[src/rtl/ext_sram_pkg.sv]
// Shared types and helpers for the external SRAM bus controller:
// bus-phase state encoding and halfword-select functions.
package ext_sram_pkg;

   localparam int BUS_W = 16;

   typedef enum logic [2:0] {
      IDLE = 3'd0,
      T1   = 3'd1,
      T2   = 3'd2,
      TW   = 3'd3,
      T3   = 3'd4
   } state_t;

   // A halfword takes part in the transfer only if one of its byte lanes is enabled.
   function automatic logic hw_active(input logic [3:0] be, input logic h);
      return h ? (|be[3:2]) : (|be[1:0]);
   endfunction

   function automatic logic first_hw(input logic [3:0] be);
      return ~(|be[1:0]);
   endfunction

   function automatic logic [BUS_W-1:0] hw_data(input logic [31:0] d, input logic h);
      return h ? d[31:16] : d[15:0];
   endfunction

endpackage

[src/rtl/ext_sram_strobe.sv]
// Falling-edge retiming of the address-latch and output-enable strobes,
// so the board latches see clean edges half a cycle after the bus phase starts.
module ext_sram_strobe
   import ext_sram_pkg::*;
(
   input  logic       i_clk,
   input  logic       i_reset,
   input  logic [2:0] i_state,
   input  logic       i_rw,
   output logic       o_ale0,
   output logic       o_ale1,
   output logic       o_oe
);

   logic r_ale0;
   logic r_ale1;
   logic r_oe;

   always_ff @(negedge i_clk) begin
      if (i_reset) begin
         r_ale0 <= 1'b0;
         r_ale1 <= 1'b0;
         r_oe   <= 1'b0;
      end else begin
         r_ale0 <= (i_state == T1);
         r_ale1 <= (i_state == T2);
         r_oe   <= ((i_state == TW) || (i_state == T3)) && !i_rw;
      end
   end

   assign o_ale0 = r_ale0;
   assign o_ale1 = r_ale1;
   assign o_oe   = r_oe;

endmodule

[src/rtl/ext_sram_ctrl.sv]
// Word-to-halfword SRAM bus controller: splits a 32-bit request into up to two
// multiplexed address/data bus cycles (T1, T2, TW*, T3) with registered outputs.
module ext_sram_ctrl
   import ext_sram_pkg::*;
#(
   parameter int ADDR_W      = 32,
   parameter int WAIT_STATES = 1
) (
   input  logic              clk,
   input  logic              reset,
   input  logic              valid,
   output logic              ready,
   input  logic              rw,
   input  logic [ADDR_W-1:0] addr,
   input  logic [31:0]       wdata,
   input  logic [3:0]        be,
   output logic [31:0]       rdata,
   output logic              done,
   input  logic [15:0]       din,
   output logic [15:0]       dout,
   output logic              isout,
   output logic              we,
   output logic              oe,
   output logic              bhe,
   output logic              oe_negedge,
   output logic              ale0_negedge,
   output logic              ale1_negedge,
   output logic [2:0]        dbg_state
);

   localparam logic [3:0] WS = 4'(WAIT_STATES);

   state_t      r_state;
   logic        r_rw;
   logic        r_h;
   logic [31:0] r_ha;
   logic [31:0] r_wdata;
   logic [3:0]  r_be;
   logic [3:0]  r_wcnt;
   logic [31:0] r_rdata;
   logic        r_done;
   logic [15:0] r_dout;
   logic        r_isout;
   logic        r_we;
   logic        r_oe;
   logic        r_bhe;

   // Halfword address: word index doubled, zero-extended above ADDR_W.
   logic [ADDR_W-2:0] w_ha_n;
   logic [31:0]       w_ha_in;
   logic              w_first_h;
   logic [31:0]       w_acc_addr;
   logic [31:0]       w_cur_addr;
   logic [31:0]       w_nxt_addr;
   logic              w_ble_n;
   logic              w_bhe;
   logic              w_more;
   logic              w_unused;

   assign w_ha_n     = {addr[ADDR_W-1:2], 1'b0};
   assign w_ha_in    = {{(33-ADDR_W){1'b0}}, w_ha_n};
   assign w_first_h  = first_hw(be);
   assign w_acc_addr = w_ha_in + {31'd0, w_first_h};
   assign w_cur_addr = r_ha + {31'd0, r_h};
   assign w_nxt_addr = r_ha + 32'd1;
   assign w_ble_n    = ~r_be[{r_h, 1'b0}];
   assign w_bhe      = r_be[{r_h, 1'b1}];
   assign w_more     = !r_h && hw_active(r_be, 1'b1);
   assign w_unused   = ^{addr[1:0], w_acc_addr[31:16], w_cur_addr[31], w_nxt_addr[31:16]};

   always_ff @(posedge clk) begin
      if (reset) begin
         r_state <= IDLE;
         r_rw    <= 1'b0;
         r_h     <= 1'b0;
         r_ha    <= '0;
         r_wdata <= '0;
         r_be    <= '0;
         r_wcnt  <= '0;
         r_rdata <= '0;
         r_done  <= 1'b0;
         r_dout  <= '0;
         r_isout <= 1'b0;
         r_we    <= 1'b0;
         r_oe    <= 1'b0;
         r_bhe   <= 1'b0;
      end else begin
         r_done <= 1'b0;
         case (r_state)
            IDLE: begin
               if (valid && ready) begin
                  r_rw    <= rw;
                  r_ha    <= w_ha_in;
                  r_wdata <= wdata;
                  r_be    <= be;
                  r_rdata <= '0;
                  if (be == 4'b0000) begin
                     r_done <= 1'b1;
                  end else begin
                     r_h     <= w_first_h;
                     r_state <= T1;
                     r_dout  <= w_acc_addr[15:0];
                     r_isout <= 1'b1;
                  end
               end
            end
            T1: begin
               r_state <= T2;
               r_dout  <= {w_ble_n, w_cur_addr[30:16]};
               r_wcnt  <= WS;
            end
            T2, TW: begin
               if ((r_state == T2) ? (WS == 4'd0) : (r_wcnt <= 4'd1)) begin
                  r_state <= T3;
               end else begin
                  r_state <= TW;
                  if (r_state == TW) r_wcnt <= r_wcnt - 4'd1;
               end
               r_isout <= r_rw;
               r_dout  <= r_rw ? hw_data(r_wdata, r_h) : 16'h0000;
               r_we    <= r_rw;
               r_oe    <= !r_rw;
               r_bhe   <= w_bhe;
            end
            T3: begin
               if (!r_rw) begin
                  if (r_h) r_rdata[31:16] <= din;
                  else     r_rdata[15:0]  <= din;
               end
               r_we  <= 1'b0;
               r_oe  <= 1'b0;
               r_bhe <= 1'b0;
               // Second halfword follows immediately with its own address phase.
               if (w_more) begin
                  r_h     <= 1'b1;
                  r_state <= T1;
                  r_dout  <= w_nxt_addr[15:0];
                  r_isout <= 1'b1;
               end else begin
                  r_state <= IDLE;
                  r_isout <= 1'b0;
                  r_done  <= 1'b1;
               end
            end
            default: r_state <= IDLE;
         endcase
      end
   end

   ext_sram_strobe u_strobe (
      .i_clk   (clk),
      .i_reset (reset),
      .i_state (r_state),
      .i_rw    (r_rw),
      .o_ale0  (ale0_negedge),
      .o_ale1  (ale1_negedge),
      .o_oe    (oe_negedge)
   );

   // Held low during the done cycle so a request is never taken while done is shown.
   assign ready     = (r_state == IDLE) && !r_done;
   assign rdata     = r_rdata;
   assign done      = r_done;
   assign dout      = r_dout;
   assign isout     = r_isout;
   assign we        = r_we;
   assign oe        = r_oe;
   assign bhe       = r_bhe;
   assign dbg_state = r_state;

endmodule

[config.mk]
export PLATFORM = sky130hd
export DESIGN_NAME = ext_sram_ctrl
export DESIGN_NICKNAME = d
export VERILOG_FILES = /design/src/rtl/ext_sram_pkg.sv /design/src/rtl/ext_sram_strobe.sv /design/src/rtl/ext_sram_ctrl.sv
export SDC_FILE = /design/constraint.sdc
export NUM_CORES = 1
export LEC_CHECK = 0
export ABC_AREA = 1
export CAP_MARGIN = 30
export CELL_PAD_IN_SITES_DETAIL_PLACEMENT = 0
export CELL_PAD_IN_SITES_GLOBAL_PLACEMENT = 1
export CORE_MARGIN = 8
export CORE_UTILIZATION = 34
export DETAILED_ROUTE_END_ITERATION = 10
export PLACE_DENSITY = 0.79
export SYNTH_ARGS = -nofsm -noshare
export SYNTH_HDL_FRONTEND = slang
export SYNTH_SLANG_ARGS = --single-unit
[constraint.sdc]
create_clock -name clk -period 2 [get_ports clk]
set_input_delay 0.4 -clock clk [delete_from_list [all_inputs] [get_ports clk]]
set_output_delay 0.4 -clock clk [all_outputs]
set_load 0.02 [all_outputs]
==> results.md, run 1 <==
- FF+latch count, synth: 131
- Cell count after synthesis: 844
- Wire per inst: 14.3 microns
- Drt initial violations: 331
- Clock buffer depth: 2
- Area contributors post-synth: dfxtp_1 46%, nand2_1 18%, a21oi_1 9.3%
- Max IR drop VDD: 0.000634 V
- Starting Density: 0.347
- First-pass GRT wire length: 28.8 mm
- Final setup violation count: 3
- Synth Area in Compound Gates: 0.136
- Die W: 146 microns
- Antenna cells: 0
- Cell variety after synth: 26
- Port Buffers: 145
- Reg-to-reg slack, setup: 0.11 ns
- Simple-gate share of the synthesized area: 0.305
- Cell family with most CP delay: flip-flops
- Syn_nets: 934
- Final Skew: 0.0301 ns
- Gr ovfl total: 0
- Mapped cell area: 5760 sq um
- Worst setup path end: ale0_negedge
- Worst Setup Path Type: flop to primary output
- Hold Vio Cnt, Final: 0
- Residual DRC: 0
- Ports: 148
- Adder-Cell Fraction of Synth Area: 0.00435
- Antenna-violating nets left: 0
- Post-CTS setup buffers: 0
- Vias in the first global route: 5,630
- Commonest cells in the synthesized netlist: 279 x nand2_1, 131 x dfxtp_1, 107 x a21oi_1
- Hold_buf cts: 0
- FF-to-FF path depth: 4
- CTS Buf Count: 17
- Routed vias/inst: 4.64
- Latest clock arrival within the worst-skew pair: 0.44 ns
- CTS tree: yes
- Critical Path Start: u_strobe.o_ale0
- Power density cells: 1100 nW/um^2
- Met1 WL: 8.26 mm
- Top-count cell post-synth: nand2_1
- Clock sink total: 131
- Syn-to-layout area delta: 41.0%
- Violated checks: negative setup slack
- Top Layer Used: met5
- Static leakage: 3.30 nW
- Tot GR Track Use: 0.167
- RR Endpoint: u_strobe.o_ale1
- Post-CTS sizing: 24
- Chip Height: 146 microns
- R2r startpoint: dbg_state[2]
- H-tree depth: 4
- Critical Path AT: 1.87 ns
- Worst slew pin tran: 0.556 ns
- Layout cells sized above 1: 0.0932
- Main combinational cell family by area after synthesis: simple AND/OR/NAND/NOR gates
- Max-slew violations: 0
- Total number of vias: 5,650
- Die Area: 21,300 sq um
- Initial antenna violation count: 1
- CP Depth: 1
- Worst path bufs/invs: 1
- Nets@finish: 1,075
- Post-DP Area: 7500 sq um
- Cell area after layout: 8120 sq um
- Slowest CP cell: dfxtp_2
- Core ar.: 16,600 sq um
- Largest net degree at the start of global routing: 47
- Max-cap violation count: 0
- CP max stage delay: 0.31 ns
- Synth Area in XOR/XNOR: 0.00152
- CP Capture Type: primary output
- Site Rows: 47
- DR WL met2: 8.25 mm
- Critical Path Source Type: flop
- PnR worst setup slack: -0.269 ns
- Clock-pin slew on the worst setup and hold paths: 0.06 ns
- GPL Wtd Cong: 0.811
- Cell taking the most area after synthesis: dfxtp_1
- Worst hold path type: flop to flop
- Relative slew slack: 0.628
- DR WL met3: 830 microns
- Share of the synthesized area in the top cell type: 0.456
- Final wirelength: 17.5 mm
- Total Negative Setup Slacks: -0.788 ns
- Mean post-synth cell area: 6.82 sq um
- Worst path cell trace: buf_6
- Post-synth ARST share: 0
- Status: finished, violations left
- Post-DP HPWL: 12.5 mm
- RSZ-0062 raised after global routing: true
- Sequential cell area fraction in the yosys report: 0.456
- Primary FF master, synth: dfxtp_1
- Clock root buffer: clkbuf_16
- Number of synthesized flops with an enable pin: 0
- Mux cell area share after synthesis: 0
- HP Start: r_wdata[3]
- Yosys synthesis warning count: 0
- WP data required: 1.60 ns
- Drt first pass iters: 7
- Worst-path fanout max: 1
-- state kept, by name, summed over array words and instances, names as in the netlist, 3 cells and up --
signal / flops
r_wcnt: 4
r_wdata: 32
dout: 16
rdata: 32
dbg_state: 3
r_be: 4
r_ha: 30
-- area by class of cell --
cell class	instances	area [sq um]
fill	1746	8470
sequential	131	2640
multi-input combinational	576	2600
timing repair buffer	172	1690
clock buffer	20	460
inverter	84	320
tap	220	275
clock inverter	15	141
-- per-stage QoR --
step           hold WS [ns]  total power, mW  utilization  instances  setup WS [ns]
2_1_floorplan         0.424             4.84            -        844        -0.0761
3_3_place_gp          0.432             5.86        0.453       1184         -0.281
3_5_place_dp          0.438             5.86        0.453       1184         -0.279
4_1_cts               0.447             8.98        0.489       1218         -0.280
5_1_grt               0.463             9.47        0.490       1218         -0.303
6_report              0.444             8.89        0.490       1218         -0.269
-- kinds of logic after synthesis --
family | after synthesis
and+or+nand+nor | 422
DFF | 131
AOI/OAI and AO/OA | 151
xor gates and xnor gates | 1
adders and majority gates | 2
buffers and inverters | 137
-- cell usage in the layout (no fill, tap or decap), types with 4 or more instances in the layout --
cell,synthesis,routed
inv_1,80,82
a21oi_1,107,107
clkbuf_16,0,17
buf_4,1,24
nor2_1,68,68
nor2_2,5,4
dfxtp_1,131,125
nand4_1,35,35
o21ai_0,37,37
clkdlybuf4s50_1,0,140
nand3_1,22,22
nand2_1,279,279
-- how the worst min path moves through the flow --
stage / endpoint / slack [ns] / cells past startpoint
5_1_grt: r_wdata[3] / 0.46 / 2
4_1_cts: r_wdata[5] / 0.45 / 2
3_3_place_gp: r_wdata[6] / 0.43 / 2
2_1_floorplan: r_wdata[0] / 0.42 / 2
6_report: r_wdata[3] / 0.44 / 2
3_5_place_dp: r_wdata[5] / 0.44 / 2
-- where the power goes --
part           switching, mW  internal (mW)  total, mW
Combinational           1.62          0.995       2.61
Sequential             0.191           2.97       3.16
Clock                   1.20           1.92       3.12
-- per-layer routing --
layer | track usage | up-vias
li1 | - | 2967
met1 | 0.208 | 2564
met2 | 0.270 | 108
met3 | 0.0535 | 9
met4 | 0.0484 | 2
met5 | 0 | -
No activity file was read; power rests on OpenSTA's default activity.
==> run 2, diff against run 1 <==
- SYNTH_HIERARCHICAL: default -> 1
==> results.md, run 2 <==
- Largest net degree at the start of global routing: 74 (+57%)
- Cell family with most CP delay: flip-flops
- Commonest cells after routing, fill and taps aside: 303 x nand2_1, 139 x clkdlybuf4s50_1, 128 x dfxtp_1, 108 x a21oi_1, 99 x nor2_1
- GPL Wtd Cong: 0.761 (-6.1%)
- Vias in the first global route: 5,552 (-1.4%)
- Wire per inst: 13.7 microns (-4.2%)
- Violated checks: negative setup slack
- Most common cell after layout, fill and taps aside: nand2_1
- Tot GR Track Use: 0.161 (-0.00619)
- Cell taking the most area after synthesis: dfxtp_1
- Total number of vias: 5,659 (+0.16%)
- Initial antenna violation count: 2 (+1)
- Worst hold path type: input pin to flop
- Syn_nets: 963 (+3.1%)
- Final setup violation count: 3 (unchanged)
- Number of synthesized flops with an enable pin: 0 (unchanged)
- Nets@finish: 1,105 (+2.8%)
- Synth Area in XOR/XNOR: 0.00150 (-0.0000202)
- Sw Ratio: 0.351 (+0.0131)
- Clock-pin slew on the worst setup and hold paths: 0.06 ns (about the same)
- Share of the synthesized area in the top cell type: 0.450 (-0.00606)
- Post-DP HPWL: 11.9 mm (-4.5%)
- Clock buffer depth: 2 (unchanged)
- Power density cells: 1250 nW/um^2 (+14%)
- CTS Buf Count: 17 (unchanged)
- Worst path cell trace: buf_6
- Yosys synthesis warning count: 6 (+6)
- Hold Vio Cnt, Final: 0 (unchanged)
- Static leakage: 3.48 nW (+5.6%)
- Ports: 148 (unchanged)
- Reg-to-reg slack, setup: 0.19 ns (+0.08 ns)
- Latest clock arrival within the worst-skew pair: 0.45 ns (about the same)
- Status: finished, violations left
- Mux cell area share after synthesis: 0 (unchanged)
- Net switching power: 3.60 mW (+20%)
- Final wirelength: 17.2 mm (-1.5%)
- Worst Setup Path Type: flop to primary output
- RR Endpoint: u_strobe/o_oe
- Mapped cell area: 5830 sq um (+1.3%)
- Simple-gate share of the synthesized area: 0.327 (+0.0217)
- Hold EP: bhe
- Syn-to-layout area delta: 40.7%
- Clock network fraction of design power: 0.333 (-0.018)
- Critical Path AT: 1.89 ns (+0.02 ns)
- Clock sink total: 131 (unchanged)
- Main combinational cell family by area after synthesis: simple AND/OR/NAND/NOR gates
- CP Capture Type: primary output
- RSZ-0062 raised after global routing: true
- R2r startpoint: dbg_state[0]
- Drt first pass iters: 5 (-2)
- Top-count cell post-synth: nand2_1
- Hold_buf cts: 0 (unchanged)
- Port Buffers: 145 (unchanged)
- Chip Height: 147 microns (+0.60%)
- Commonest cells in the synthesized netlist: 303 x nand2_1, 131 x dfxtp_1, 108 x a21oi_1
- Starting Density: 0.342 (-0.00508)
- CP max stage delay: 0.31 ns (about the same)
- Max-slew violations: 0 (unchanged)
- Area contributors post-synth: dfxtp_1 45%, nand2_1 19%, a21oi_1 9.3%
- Adder-Cell Fraction of Synth Area: 0.00429 (-0.0000578)
- Cell variety after synth: 25 (-3.8%)
- Cell count after synthesis: 873 (+3.4%)
- Gr ovfl total: 0 (unchanged)
- Fin util: 0.481 (-0.00822)
- Worst slew pin tran: 0.806 ns (+0.250 ns)
- Die W: 147 microns (+0.60%)
- WP data required: 1.60 ns (about the same)
- Hold depth: 3 (+1)
- Max-cap violation count: 0 (unchanged)
- Drt initial violations: 351 (+6.0%)
- Antenna cells: 0 (unchanged)
- Primary FF master, synth: dfxtp_1
- Routed vias/inst: 4.52 (-2.6%)
- Clock root buffer: clkbuf_16
- HP Start: reset
- Residual DRC: 0 (unchanged)
- Relative slew slack: 0.462 (-0.166)
- Comb pwr share: 0.342 (+0.048)
- Layout cells sized above 1: 0.0808 (-0.0124)
- H-tree depth: 4 (unchanged)
- Worst path bufs/invs: 1 (unchanged)
- Antenna-violating nets left: 0 (unchanged)
- Final Skew: 0.0334 ns (+0.00330 ns)
- Sequential cell area fraction in the yosys report: 0.450 (-0.00606)
- Mean post-synth cell area: 6.68 sq um (-2.0%)
- Slowest CP cell: dfxtp_2
- Site Rows: 48 (+2.1%)
- First-pass GRT wire length: 28.1 mm (-2.4%)
- P_int: 6.65 mW (+13%)
- Worst-path fanout max: 1 (unchanged)
- Sequential share of power: 0.324 (-0.031)
- FF-to-FF path depth: 4 (unchanged)
- CTS tree: yes
- PnR worst setup slack: -0.287 ns (-0.0175 ns)
- Post-synth ARST share: 0 (unchanged)
- Core ar.: 17,100 sq um (+2.9%)
- Max IR drop VDD: 0.000660 V (+4.2%)
- Critical Path Source Type: flop
- Synth Area in Compound Gates: 0.120 (-0.0162)
- Die Area: 21,600 sq um (+1.2%)
- Post-DP Area: 7540 sq um (+0.50%)
- Cell area after layout: 8210 sq um (+1.1%)
- FF+latch count, synth: 131 (unchanged)
## run 2: metal layers
layer  up-vias  wire length (microns)  GRT usage  part of all wire
met4         4                    230     0.0515             0.013
met2       130                   7460      0.240              0.43
met3        24                   1250     0.0591             0.073
met1      2494                   8240      0.210              0.48
met5         -                     25          0            0.0015
li1       3007                      -          -                 -
## run 2: how the worst max path moves through the flow
stage,from,endpoint,slack (ns),cells past startpoint
6_report,u_strobe/o_oe,oe_negedge,-0.29,1
4_1_cts,u_strobe/o_oe,oe_negedge,-0.30,1
3_3_place_gp,u_strobe/o_oe,oe_negedge,-0.29,1
3_5_place_dp,u_strobe/o_oe,oe_negedge,-0.29,1
5_1_grt,u_strobe/o_ale1,ale1_negedge,-0.31,1
2_1_floorplan,dbg_state[1],u_strobe/o_oe,0.12,4
## run 2: kinds of logic after synthesis
logic type / count (synthesis)
DFF: 131
xor gates and xnor gates: 1
AOI/OAI and AO/OA: 138
and+or+nand+nor: 472
adders and majority gates: 2
buffers and inverters: 129
## run 2: power by group through the flow
stage / Sequential [mW] / Combinational, mW / Clock (mW)
after floorplan: 3.55 / 2.10 / 0.0125
after global placement: 3.37 / 3.48 / 0.0125
after detailed placement: 3.37 / 3.50 / 0.0125
after CTS: 3.33 / 3.50 / 3.48
after global routing: 3.38 / 3.98 / 3.60
final: 3.33 / 3.51 / 3.42
## run 2: timing repair
item	CTS	global route
pin swaps	0	1
endpoints found under the setup margin	5	19
buffers inserted	0	1
resized for setup	23	0
## run 2: per-stage QoR
stage / std cells / setup WS, ns / power [mW] / hold WS (ns) / TNS, ns
3_3_place_gp: 1218 / -0.286 / 6.85 / 0.437 / -0.853
5_1_grt: 1252 / -0.311 / 11.0 / 0.446 / -0.902
3_5_place_dp: 1218 / -0.295 / 6.89 / 0.444 / -0.869
2_1_floorplan: 873 / 0.124 / 5.66 / 0.424 / 0
4_1_cts: 1251 / -0.304 / 10.3 / 0.416 / -0.863
6_report: 1252 / -0.287 / 10.3 / 0.429 / -0.809
## run 2: final cells by class
cell class,count,area (sq um)
Clock buffer,17,425
Clock inverter,17,220
Fill cell,1808,8850
Inverter,77,289
Multi-Input combinational cell,613,2640
Sequential cell,131,2630
Tap cell,225,282
Timing Repair Buffer,172,1730
==> RTL edit 1, RTL diff (settings of run 1) <==
Put one more register stage on the output `dbg_state`, without a reset. The value now appears one clock later. The other outputs are not delayed to match.
--- a/src/rtl/ext_sram_ctrl.sv
+++ b/src/rtl/ext_sram_ctrl.sv
@@ -167,5 +167,7 @@
    assign oe        = r_oe;
    assign bhe       = r_bhe;
-   assign dbg_state = r_state;
+   always_ff @(posedge clk) begin
+      dbg_state <= r_state;
+   end
 
 endmodule
Function: not checked (the comparison handles one clock edge and no latches or derived clocks); the edit may change what the design does.
==> RTL edit 1 against run 1 <==
The flow still finishes with violations (negative setup slack); worst setup slack better by 0.013 ns; clock skew down 0.0046 ns; count of clock-buffer cells in the layout up 1; area after synthesis up 4.2%; wire length down 2.0%; sequential power up 11%; final area up 3.4%; power up 19%; sequential cell count up 3.
==> RTL edit 1: results (changes against run 1) <==
{
  "run_status": "finished, violations left",
  "violated_checks": "negative setup slack",
  "powerComb": {"value": 0.00384, "unit": "W", "change": "+47%"},
  "power_density_over_the_cells": {"value": 1259, "unit": "nW/µm²", "change": "+15%"},
  "synth_top_cells_by_area": "sky130_fd_sc_hd__dfxtp_1 (45%), sky130_fd_sc_hd__nand2_1 (21%), sky130_fd_sc_hd__nor2_1 (9.6%)",
  "max-slew-margin-rel": {"value": 62.32, "unit": "%", "change": "-0.48 points"},
  "ir_worst_vdd": {"value": 0.0006545, "unit": "V", "change": "+3.3%"},
  "detailroute.via_count": {"value": 5666, "change": "+0.28%"},
  "worst_slack": {"value": -0.2562, "unit": "ns", "change": "+0.01326 ns"},
  "drt_wl_total": {"value": 17.12, "unit": "mm", "change": "-2.0%"},
  "antenna_found_initial": {"value": 0, "change": "-1"},
  "stdcell_count": {"value": 1298, "change": "+6.6%"},
  "timing.hold.worst_endpoint": "r_state[0]",
  "global_route.usage.total": {"value": 15.70, "unit": "%", "change": "-0.97 points"},
  "grt_start_max_net_pins": {"value": 60, "change": "+28%"},
  "synthDistinctLibCells": {"value": 29, "change": "+12%"},
  "dpl.hpwl": {"value": 12.17, "unit": "mm", "change": "-2.7%"},
  "clock_net_power": {"value": 0.00323, "unit": "W", "change": "+4%"},
  "critical_path.reg2reg.endpoint": "u_strobe.o_oe",
  "setup-violations-final": {"value": 3, "change": "unchanged"},
  "1st_pass_router_iterations": {"value": 4, "change": "-3"},
  "reg2reg_depth": {"value": 5, "change": "+1"},
  "cellLeakagePower": {"value": 3.821, "unit": "nW", "change": "+16%"},
  "detailed_place.area": {"value": 7767, "unit": "µm²", "change": "+3.5%"},
  "drt-initial-drc-count": {"value": 266, "change": "-20%"},
  "timing.hold.worst_path_depth": {"value": 3, "change": "+1"},
  "seq_area_frac_synth": {"value": 44.71, "unit": "%", "change": "-0.85 points"},
  "critical_path.reg2reg.startpoint": "r_state[2]",
  "hp-start": "reset",
  "placedCellCount": {"value": 1264, "change": "+6.8%"}
}
==> RTL edit 1: final cells by class <==
class                   instances  share of cell area [%]
clock buffers                  21                   5.528
flip-flops and latches        134                   32.07
multi-input cells             635                   31.99
repair buffers                171                   20.77
clock inverters                14                   1.907
inverters                      98                   4.381
well taps                     225                   3.353
==> RTL edit 1: cells by family after synthesis <==
family	after synthesis	synth area share, %
simple gates	527	34.93
compound gates	105	9.239
buf+inv	148	10.55
flops	134	44.71
xor+xnor	1	0.1460
fa+ha+maj	2	0.4170
==> RTL edit 1: worst max-delay path by stage <==
| stage | start | end | slack [ns] | cells after the start |
|---|---|---|---|---|
| 2_1_floorplan | r_state[2] | u_strobe.o_oe | -0.006 | 6 |
| 3_3_place_gp | u_strobe.o_ale1 | ale1_negedge | -0.29 | 1 |
| 3_5_place_dp | u_strobe.o_ale1 | ale1_negedge | -0.29 | 1 |
| 4_1_cts | u_strobe.o_ale1 | ale1_negedge | -0.28 | 1 |
| 5_1_grt | u_strobe.o_ale0 | ale0_negedge | -0.31 | 1 |
| 6_report | u_strobe.o_ale1 | ale1_negedge | -0.26 | 1 |
==> RTL edit 1: per-layer routing <==
layer	global-route usage, %	up-vias	share of wire, %
met3	4.278	11	4.8
met5	0	-	0
met4	4.997	0	1.1
met1	20.41	2468	49
li1	-	3065	-
met2	24.82	122	45
==> RTL edit 1: what timing repair did <==
action	CTS	global route
hold buffers	0	0
setup endpoints to repair	4	4
resized for setup	22	2
==> RTL edit 1: per-stage QoR <==
stage,hold WS [ns],setup slack (ns),util (%)
after floorplan,0.3507,-0.005848,-
after global placement,0.4075,-0.2865,44.91
after detailed placement,0.4075,-0.2883,44.91
after CTS,0.3267,-0.2785,48.53
after global routing,0.3472,-0.3068,48.55
final,0.3489,-0.2562,48.55
==> RTL edit 2, RTL diff (flow settings as in run 1) <==
Without the edit above. Reset style: asynchronous (`i_reset` and `reset`), changed in 2 clocked blocks.
--- a/src/rtl/ext_sram_strobe.sv
+++ b/src/rtl/ext_sram_strobe.sv
@@ -17,5 +17,5 @@
    logic r_oe;
 
-   always_ff @(negedge i_clk) begin
+   always_ff @(negedge i_clk or posedge i_reset) begin
       if (i_reset) begin
          r_ale0 <= 1'b0;
--- a/src/rtl/ext_sram_ctrl.sv
+++ b/src/rtl/ext_sram_ctrl.sv
@@ -69,5 +69,5 @@
    assign w_unused   = ^{addr[1:0], w_acc_addr[31:16], w_cur_addr[31], w_nxt_addr[31:16]};
 
-   always_ff @(posedge clk) begin
+   always_ff @(posedge clk or posedge reset) begin
       if (reset) begin
          r_state <= IDLE;
Check against the original RTL: not checked (the comparison handles one clock edge and no latches or derived clocks); the edit may change what the design does.
==> RTL edit 2 against run 1 <==
The flow still finishes with violations (negative setup slack); final area increased by 3.5%; area after synthesis up 3.0%; sequential share of layout area increased by 6.6 points; sequential cell count unchanged; wire length up 2.8%; hold slack gained 0.014 ns; non-clock buffer count rose by 1; worst setup slack got worse by 0.043 ns; critical endpoint unchanged; largest cell class unchanged; highest routed layer is now met4.
Power is not compared: it rests on default switching activity, and its combinational part moved more than twofold at a synthesized area within 25%.
==> RTL edit 2: results (changes against run 1) <==
{
  "fillers": {"value": 1720, "change": "-1.5%"},
  "run_status": "finished, violations left",
  "timing.critical_path.slowest_cell_delay": {"value": 0.40, "unit": "ns", "change": "+0.09 ns"},
  "synth_top_cells_by_area": "sky130_fd_sc_hd__dfrtp_1 (54%), sky130_fd_sc_hd__nand2_1 (22%), sky130_fd_sc_hd__nand3_1 (6.8%)",
  "insertion_delay": {"value": 0.42, "unit": "ns", "change": "-0.02 ns"},
  "via_count_of_the_first_global_routing_pass": {"value": 5418, "change": "-3.8%"},
  "violated_checks": "negative setup slack",
  "post_route_cells_drive_above_1_share": {"value": 10.20, "unit": "%", "change": "+0.88 points"},
  "adder_and_majority_cell_fraction_of_the_synthesized_area": {"value": 0.4219, "unit": "%", "change": "-0.013 points"},
  "1st_pass_router_iterations": {"value": 4, "change": "-3"},
  "finalClockSkew": {"value": 0.02545, "unit": "ns", "change": "-0.004632 ns"},
  "place.gp.congestion": {"value": 0.8184, "change": "+0.90%"},
  "drt_wl_total": {"value": 17.97, "unit": "mm", "change": "+2.8%"},
  "hold_class": "input port to flop",
  "worst_slack": {"value": -0.3121, "unit": "ns", "change": "-0.04267 ns"},
  "grt_start_max_net_pins": {"value": 72, "change": "+53%"},
  "synth_compound_area_share": {"value": 6.730, "unit": "%", "change": "-6.9 points"},
  "post_synthesis_xor_xnor_area_fraction": {"value": 0, "unit": "%", "change": "-0.15 points"},
  "setup-violations-final": {"value": 3, "change": "unchanged"},
  "drt-initial-drc-count": {"value": 387, "change": "+17%"},
  "stdcell_count": {"value": 1137, "change": "-6.7%"},
  "cp_slowest_cell": "sky130_fd_sc_hd__dfrtn_1",
  "postSynth.asyncResetShare": {"value": 100.0, "unit": "%", "change": "+100 points"},
  "antenna_found_initial": {"value": 0, "change": "-1"},
  "seq_area_frac_synth": {"value": 55.27, "unit": "%", "change": "+9.7 points"},
  "dpl.hpwl": {"value": 12.54, "unit": "mm", "change": "+0.28%"},
  "synthesis.nets": {"value": 839, "change": "-10%"},
  "critPathArrivalTime": {"value": 1.91, "unit": "ns", "change": "+0.04 ns"},
  "finalNetCount": {"value": 989, "change": "-8.0%"},
  "detail_route.vias_per_cell": {"value": 4.710, "change": "+1.5%"},
  "m1WireLength": {"value": 8.220, "unit": "mm", "change": "-0.46%"},
  "syn_avg_cell_area": {"value": 7.918, "unit": "µm²", "change": "+16%"},
  "global_route.usage.total": {"value": 16.78, "unit": "%", "change": "+0.10 points"},
  "synth_commonest_cells": "sky130_fd_sc_hd__nand2_1 (346), sky130_fd_sc_hd__dfrtp_1 (128), sky130_fd_sc_hd__nand3_1 (80)",
  "dr.max_layer_used": "met4",
  "preCtsSetupSlack": {"value": -0.3769, "unit": "ns", "change": "-0.09758 ns"}
}
==> RTL edit 2: timing repair <==
| action | CTS | global route |
|---|---|---|
| pin swaps | 1 | 2 |
| endpoints found under the setup margin | 5 | 33 |
| gates cloned | 0 | 1 |
| resized for setup | 23 | 5 |
| setup buffers | 0 | 1 |
==> RTL edit 2: final timing paths <==
path                                       from              end  slack (ns)  cells after the start
max in group asynchronous                 reset  u_strobe.o_ale0        0.59                      2
worst min-delay path                      valid            isout        0.46                      5
min in group asynchronous                 reset        r_wcnt[0]        0.59                      3
worst max register to register     dbg_state[1]    u_strobe.o_oe        0.03                      5
worst min register to register      r_wdata[18]      r_wdata[18]        0.47                      2
worst max-delay path            u_strobe.o_ale0     ale0_negedge       -0.31                      1
==> RTL edit 2: logic make-up (layout without fill, tap and decap cells) <==
kind of cell             after synthesis  count (layout)
AO/OA/AOI/OAI                         75              75
adder cells (fa/ha/maj)                2               2
buffers and inverters                 65             228
flip-flops                           131             131
AND/OR/NAND/NOR                      476             476
==> RTL edit 2: cell type report <==
class	count	area share, %
Inverter	23	1.161
Multi-Input combinational cell	553	28.75
Tap cell	225	3.350
Sequential cell	131	39.05
Timing Repair Buffer	173	20.89
Clock buffer	18	5.226
Clock inverter	14	1.578
==> RTL edit 2: power groups by stage <==
stage	Sequential, W	Clock (W)	Combinational, W
2_1_floorplan	0.00464	0	0.00333
3_3_place_gp	0.00431	0	0.00595
3_5_place_dp	0.00434	0	0.00601
4_1_cts	0.00431	0.00304	0.00604
5_1_grt	0.00444	0.00315	0.00681
6_report	0.00432	0.00296	0.00603
==> RTL edit 2: per-layer routing <==
metal  vias to the layer above  GRT usage (%)
met4                         0          4.131
li1                       2689              -
met3                        18          4.740
met1                      2507          21.67
met2                       141          27.21
met5                         -              0
==> RTL edit 2: through the flow <==
stage	utilization, %	setup TNS (ns)	hold WS [ns]
6_report	48.93	-0.9326	0.4585
5_1_grt	48.93	-1.030	0.4868
4_1_cts	48.64	-0.9824	0.4443
3_5_place_dp	45.29	-1.112	0.4585
3_3_place_gp	45.29	-1.102	0.4542
2_1_floorplan	-	-6.123	0.4417
